## src/rtl/msb_index_pipe_if.sv

```systemverilog
// rtl/msb_index_pipe_if.sv - input/output stream bundle for the set-bit index encoder
interface msb_index_pipe_if #(
    parameter int WIDTH = 32,
    parameter int IDXW  = $clog2(WIDTH)
) ();
    logic             in_valid;
    logic             in_ready;
    logic [WIDTH-1:0] in_data;
    logic             in_lsb;
    logic             out_valid;
    logic             out_ready;
    logic [IDXW-1:0]  out_index;
    logic             out_zero;

    modport slave (
        input  in_valid, in_data, in_lsb, out_ready,
        output in_ready, out_valid, out_index, out_zero
    );

    modport master (
        output in_valid, in_data, in_lsb, out_ready,
        input  in_ready, out_valid, out_index, out_zero
    );
endinterface

```

## src/rtl/msb_index_pipe.sv

```systemverilog
// rtl/msb_index_pipe.sv - two-stage pipelined highest/lowest set-bit index encoder
module msb_index_pipe #(
    parameter int WIDTH = 32,
    parameter int IDXW  = $clog2(WIDTH)
) (
    input  logic               clk,
    input  logic               rst,
    msb_index_pipe_if.slave    bus
);
    logic             s1_valid;
    logic [WIDTH-1:0] s1_smear;
    logic             s1_lsb;
    logic             s2_valid;
    logic [IDXW-1:0]  s2_index;
    logic             s2_zero;

    logic             advance;
    logic             accept;
    logic [WIDTH-1:0] src_word;
    logic [WIDTH-1:0] smear;
    logic [WIDTH-1:0] onehot;
    logic [IDXW-1:0]  msb_idx;
    logic [IDXW-1:0]  enc_idx;
    logic             enc_zero;

    assign advance = !s2_valid || bus.out_ready;
    assign accept  = !s1_valid || advance;

    assign bus.in_ready  = accept;
    assign bus.out_valid = s2_valid;
    assign bus.out_index = s2_index;
    assign bus.out_zero  = s2_zero;

    // LSB mode searches the bit-reversed word for its MSB.
    always_comb begin
        src_word = '0;
        for (int p = 0; p < WIDTH; p++) begin
            src_word[p] = bus.in_lsb ? bus.in_data[WIDTH-1-p] : bus.in_data[p];
        end
        smear = src_word;
        for (int k = 0; k < IDXW; k++) begin
            smear = smear | (smear >> (1 << k));
        end
    end

    always_comb begin
        onehot  = s1_smear & ~(s1_smear >> 1);
        msb_idx = '0;
        for (int k = 0; k < IDXW; k++) begin
            for (int p = 0; p < WIDTH; p++) begin
                if (((p >> k) & 1) == 1) begin
                    msb_idx[k] = msb_idx[k] | onehot[p];
                end
            end
        end
        enc_zero = ~|s1_smear;
        if (enc_zero) begin
            enc_idx = '0;
        end else if (s1_lsb) begin
            enc_idx = IDXW'(WIDTH - 1) - msb_idx;
        end else begin
            enc_idx = msb_idx;
        end
    end

    always_ff @(posedge clk) begin
        if (rst) begin
            s1_valid <= 1'b0;
            s1_smear <= '0;
            s1_lsb   <= 1'b0;
            s2_valid <= 1'b0;
            s2_index <= '0;
            s2_zero  <= 1'b0;
        end else begin
            if (accept) begin
                s1_valid <= bus.in_valid;
                if (bus.in_valid) begin
                    s1_smear <= smear;
                    s1_lsb   <= bus.in_lsb;
                end
            end
            if (advance) begin
                s2_valid <= s1_valid;
                if (s1_valid) begin
                    s2_index <= enc_idx;
                    s2_zero  <= enc_zero;
                end
            end
        end
    end
endmodule

```

## src/flat_wrapper.sv

```systemverilog
// flat-port wrapper written by rule: the top's interface ports become plain ports
module msb_index_pipe_flat 
#(
    parameter int WIDTH = 32,
    parameter int IDXW  = $clog2(WIDTH)
)
  (clk, rst, bus_in_valid, bus_in_data, bus_in_lsb, bus_out_ready, bus_in_ready, bus_out_valid, bus_out_index, bus_out_zero);
  msb_index_pipe_if #(.WIDTH(WIDTH), .IDXW(IDXW)) bus_i ();
  input  logic clk;
  input  logic rst;
  input wire logic [$bits(bus_i.in_valid)-1:0] bus_in_valid;
  input wire logic [$bits(bus_i.in_data)-1:0] bus_in_data;
  input wire logic [$bits(bus_i.in_lsb)-1:0] bus_in_lsb;
  input wire logic [$bits(bus_i.out_ready)-1:0] bus_out_ready;
  output wire logic [$bits(bus_i.in_ready)-1:0] bus_in_ready;
  output wire logic [$bits(bus_i.out_valid)-1:0] bus_out_valid;
  output wire logic [$bits(bus_i.out_index)-1:0] bus_out_index;
  output wire logic [$bits(bus_i.out_zero)-1:0] bus_out_zero;
  assign bus_i.in_valid = bus_in_valid;
  assign bus_i.in_data = bus_in_data;
  assign bus_i.in_lsb = bus_in_lsb;
  assign bus_i.out_ready = bus_out_ready;
  assign bus_in_ready = bus_i.in_ready;
  assign bus_out_valid = bus_i.out_valid;
  assign bus_out_index = bus_i.out_index;
  assign bus_out_zero = bus_i.out_zero;
  msb_index_pipe #(.WIDTH(WIDTH), .IDXW(IDXW)) u_core (.clk(clk), .rst(rst), .bus(bus_i));
endmodule
```

## config.mk

```make
export PLATFORM = sky130hd
export DESIGN_NAME = msb_index_pipe_flat
export DESIGN_NICKNAME = d
export VERILOG_FILES = /design/src/rtl/msb_index_pipe_if.sv /design/src/rtl/msb_index_pipe.sv /design/src/flat_wrapper.sv
export SDC_FILE = /design/constraint.sdc
export NUM_CORES = 1
export LEC_CHECK = 0
export ABC_AREA = 1
export CAP_MARGIN = 15
export CORE_MARGIN = 8
export CORE_UTILIZATION = 35
export DETAILED_ROUTE_END_ITERATION = 6
export PLACE_DENSITY_LB_ADDON = 0.1
export SLEW_MARGIN = 20
export SYNTH_ARGS = -nofsm -noshare
export SYNTH_HDL_FRONTEND = slang
export SYNTH_SLANG_ARGS = --single-unit
```

## constraint.sdc

```tcl
create_clock -name clk -period 1.6 [get_ports clk]
set_clock_uncertainty 0.15 [all_clocks]
set_input_delay 0.32 -clock clk [delete_from_list [all_inputs] [get_ports clk]]
set_output_delay 0.32 -clock clk [all_outputs]
set_load 0.02 [all_outputs]
```

==> results.md <==
* Initial antenna violation count at 0
* Detailed-route DRC error count at 0
* Iteration-0 DRC count of the detailed router at 143
* Total number of vias at 3347
* Critical Path Sink Type: primary output
* Die footprint at 11500 um2
* Register share of total power at 39.7%
* Die Span Y at 107 um
* Post-placement worst setup slack at -0.454 ns
* Post-detailed-placement half-perimeter wirelength at 7.16 mm
* FF-to-FF End: u_core.bus.out_index[0]
* Ordered cell list for the critical path: clkdlybuf4s50_1, inv_1, nand3_2, buf_2
* Fraction of post-synthesis cell area in the top cell type by area at 28.1%
* Number of buffers between clock root and the deepest sink at 2
* Primary flip-flop cell chosen by synthesis mapping: dfxtp_1
* Average size of a mapped cell at 5.73 um2
* Post-synth EDFFs at 0
* Final number of setup-violating endpoints at 0
* Net Switching at 943 uW
* Part of the total power dissipated in combinational logic at 31.3%
* Share of async-settable or async-resettable flops after synthesis at 0%
* Net count after synthesis at 547
* Reg-to-reg setup timing slack at 0.12 ns
* Fin area at 4420 um2
* Maximum capacitance violations at 0
* First drt pass iteration count at 4
* Required time reported for the critical path endpoint at 1.13 ns
* Clk sinks at 41
* Wirelength, routed at 9.27 mm
* Global placer's final weighted congestion at 0.851
* Post-DRT Antenna Nets at 0
* Routed WL per cell at 12.8 um
* Final Critical Period at 1.54 ns
* Initial core utilization at 35.7%
* Final Hold Viols at 0
* Hold Path End: u_core.bus.out_index[0]
* Number of register bits inferred by synthesis at 41
* Share of total power consumed by net switching at 32.3%
* Post-synthesis instance area at 2920 um2
* Per-cell via count in the routed design at 4.61
* Synthesized netlist cell count at 510
* Buffer type at the clock tree root: clkbuf_8
* Ratio of cells with drive above 1 in the final layout at 29.1%
* Worst reg2reg path startpoint: u_core.s1_smear[29]
* Share of total power in the clock network at 29.0%
* Filler Cells Inserted at 858
* Number of I/O pins at 45
* Dominant cell by count in the synthesized netlist: nand2_1
* Internal power component at 1.98 mW
* Placement row count at 33
* H-Tree Depth at 2
* Yosys warning total at 0
* Worst voltage drop across the vdd grid at 322 uV
* Number of cells on the worst reg-to-reg path at 8
* Register area share after synthesis at 28.1%
* Worst Path Class, Setup: in2out
* Number of max-slew violations in the final report at 0
* Number of global-route vias before repair at 3223
* Clock Latency Late Sink at 0.30 ns
* Count of distinct cell types in the synthesized netlist at 27
* F_max at 648 MHz
* P per Cell Area at 661 nW/um2
* Hold Worst Slack at 0.311 ns
* CP startpoint kind: input port
* Highest-delay cell along the critical path: clkdlybuf4s50_1
* Core area at 8180 um2
* Post-layout worst setup margin at 0.0560 ns
* First-pass GRT wire length at 14.8 mm
* Input/output buffers at 44
* Antenna cell count at 0
* Slew @ Worst Pin at 0.277 ns
* Global route total overflow at 0
* Clock-pin slew reported for the worst setup and hold paths after clock tree synthesis at 0.08 ns
* Number of buffers inserted during clock tree synthesis at 5
* Overall power after layout at 2.92 mW
* Data arrival time of the critical path at 1.07 ns
* Clock tree from TritonCTS: built
* Type of the most critical hold path: reg2reg
* Overall Global Routing Usage at 15.6%
* Largest net degree at the start of global routing at 45
* Cell type with the largest total area after synthesis: dfxtp_1
* Beginning of the worst hold path: u_core.bus.out_index[0]
* Placed inst area at 3850 um2
* Largest driver fanout on the critical path at 3
* Hold path depth at 2
* Net total in the final layout at 657
* Worst slew margin at 81.4%
* Period Utilization, post-route at 96.5%
* Overall die width at 107 um
* Slowest stage delay, CP at 0.45 ns
* Static Leakage at 2.22 nW
* Most area-consuming cells after synthesis: dfxtp_1 28%, nand2_1 22%, nor2_1 11%
* Result of the run: complete, no violations
* Area growth from synthesis to layout at 51.2%
* Ranking of synthesized cells by instance count: 169 x nand2_1, 87 x nor2_1, 62 x inv_1, 41 x dfxtp_1, 34 x o21ai_0
## logic make-up after synthesis
| kind of cell | Yosys count | share of synthesized area [%] |
|---|---|---|
| xor gates and xnor gates | 1 | 0.300 |
| buffers and inverters | 83 | 12.4 |
| AOI/OAI and AO/OA | 82 | 15.7 |
| DFF | 41 | 28.1 |
| and+or+nand+nor | 303 | 43.5 |
## flip-flops by register name, summed over array words and instances, names as in the netlist
| signal | cells |
|---|---|
| u_core.bus.out_index | 5 |
| u_core.bus.out_zero | 1 |
| u_core.s1_lsb | 1 |
| u_core.bus.out_valid | 1 |
| u_core.s1_valid | 1 |
| u_core.s1_smear | 32 |
## worst max-delay path: cells and delay by family
| family | cells | cell delay (ns) |
|---|---|---|
| buf+inv | 3 | 0.67 |
| simple gates | 1 | 0.08 |
## per-stage QoR
stage | TNS, ns | cells | utilization [%]
after floorplan | -0.00293 | 510 | -
after global placement | -10.71 | 695 | 47.0
after detailed placement | -11.21 | 695 | 47.0
after CTS | 0 | 719 | 50.5
after global routing | -0.0494 | 726 | 54.0
final | 0 | 726 | 54.0
## timing repair
item                                    in CTS  in global routing
cloned                                       0                  2
endpoints found under the setup margin      27                 29
pin swaps                                   42                 40
setup buffers                               16                  5
hold buffers                                 0                  0
gates resized for setup                     60                 70
## power groups by stage
stage               Sequential [mW]  Clock (mW)  Combinational, mW
floorplan                      1.18           0              0.452
global placement               1.18           0              0.803
detailed placement             1.18           0              0.807
CTS                            1.16       0.871              0.835
global route                   1.17       0.931               1.02
finish                         1.16       0.848              0.915
## cell usage in the layout (no fill, tap or decap), types with 4 or more instances in the layout
cell            netlist  final
o21ai_0              34     25
nand2_4               1      4
nand2_2               7     31
o21ai_1               8      8
nand3_1              14      9
a31oi_1               6      6
clkbuf_8              0      5
dfxtp_1              41     38
a21oi_1              23     23
buf_4                 1     69
inv_1                62     57
inv_2                 2      8
nor2_1               87     72
dlygate4sd2_1         0     26
nor2_2                6     15
dlymetal6s2s_1        0     13
o21ai_2               6     10
nand4_1              11     11
nor2_4                6     12
nand2_1             169    142
o21ai_4               0      5
nand3_2               0      5
## area by class of cell
class	count	area [um2]	share of cell area [%]
Timing Repair Buffer	120	1110	25.1
Multi-Input combinational cell	386	1980	44.9
Clock inverter	3	46.3	1.05
Inverter	66	255	5.78
Clock buffer	5	68.8	1.56
Sequential cell	41	825	18.7
Tap cell	105	131	2.97
## worst max-delay path by stage
| stage | startpoint | end |
|---|---|---|
| detailed placement | bus_in_data[23] | u_core.s1_smear[21] |
| global placement | bus_in_data[23] | u_core.s1_smear[21] |
| finish | bus_out_ready | bus_in_ready |
| floorplan | bus_in_lsb | u_core.s1_smear[21] |
| global route | u_core.s1_smear[28] | u_core.bus.out_index[3] |
| CTS | bus_in_data[12] | u_core.s1_smear[13] |
## layer usage
metal / routed length, um / global-route usage, %
met5: 0 / 0
met1: 4150 / 18.2
met3: 350 / 2.87
met4: 205 / 6.05
met2: 4570 / 27.4
No activity file was read; power rests on OpenSTA's default activity.
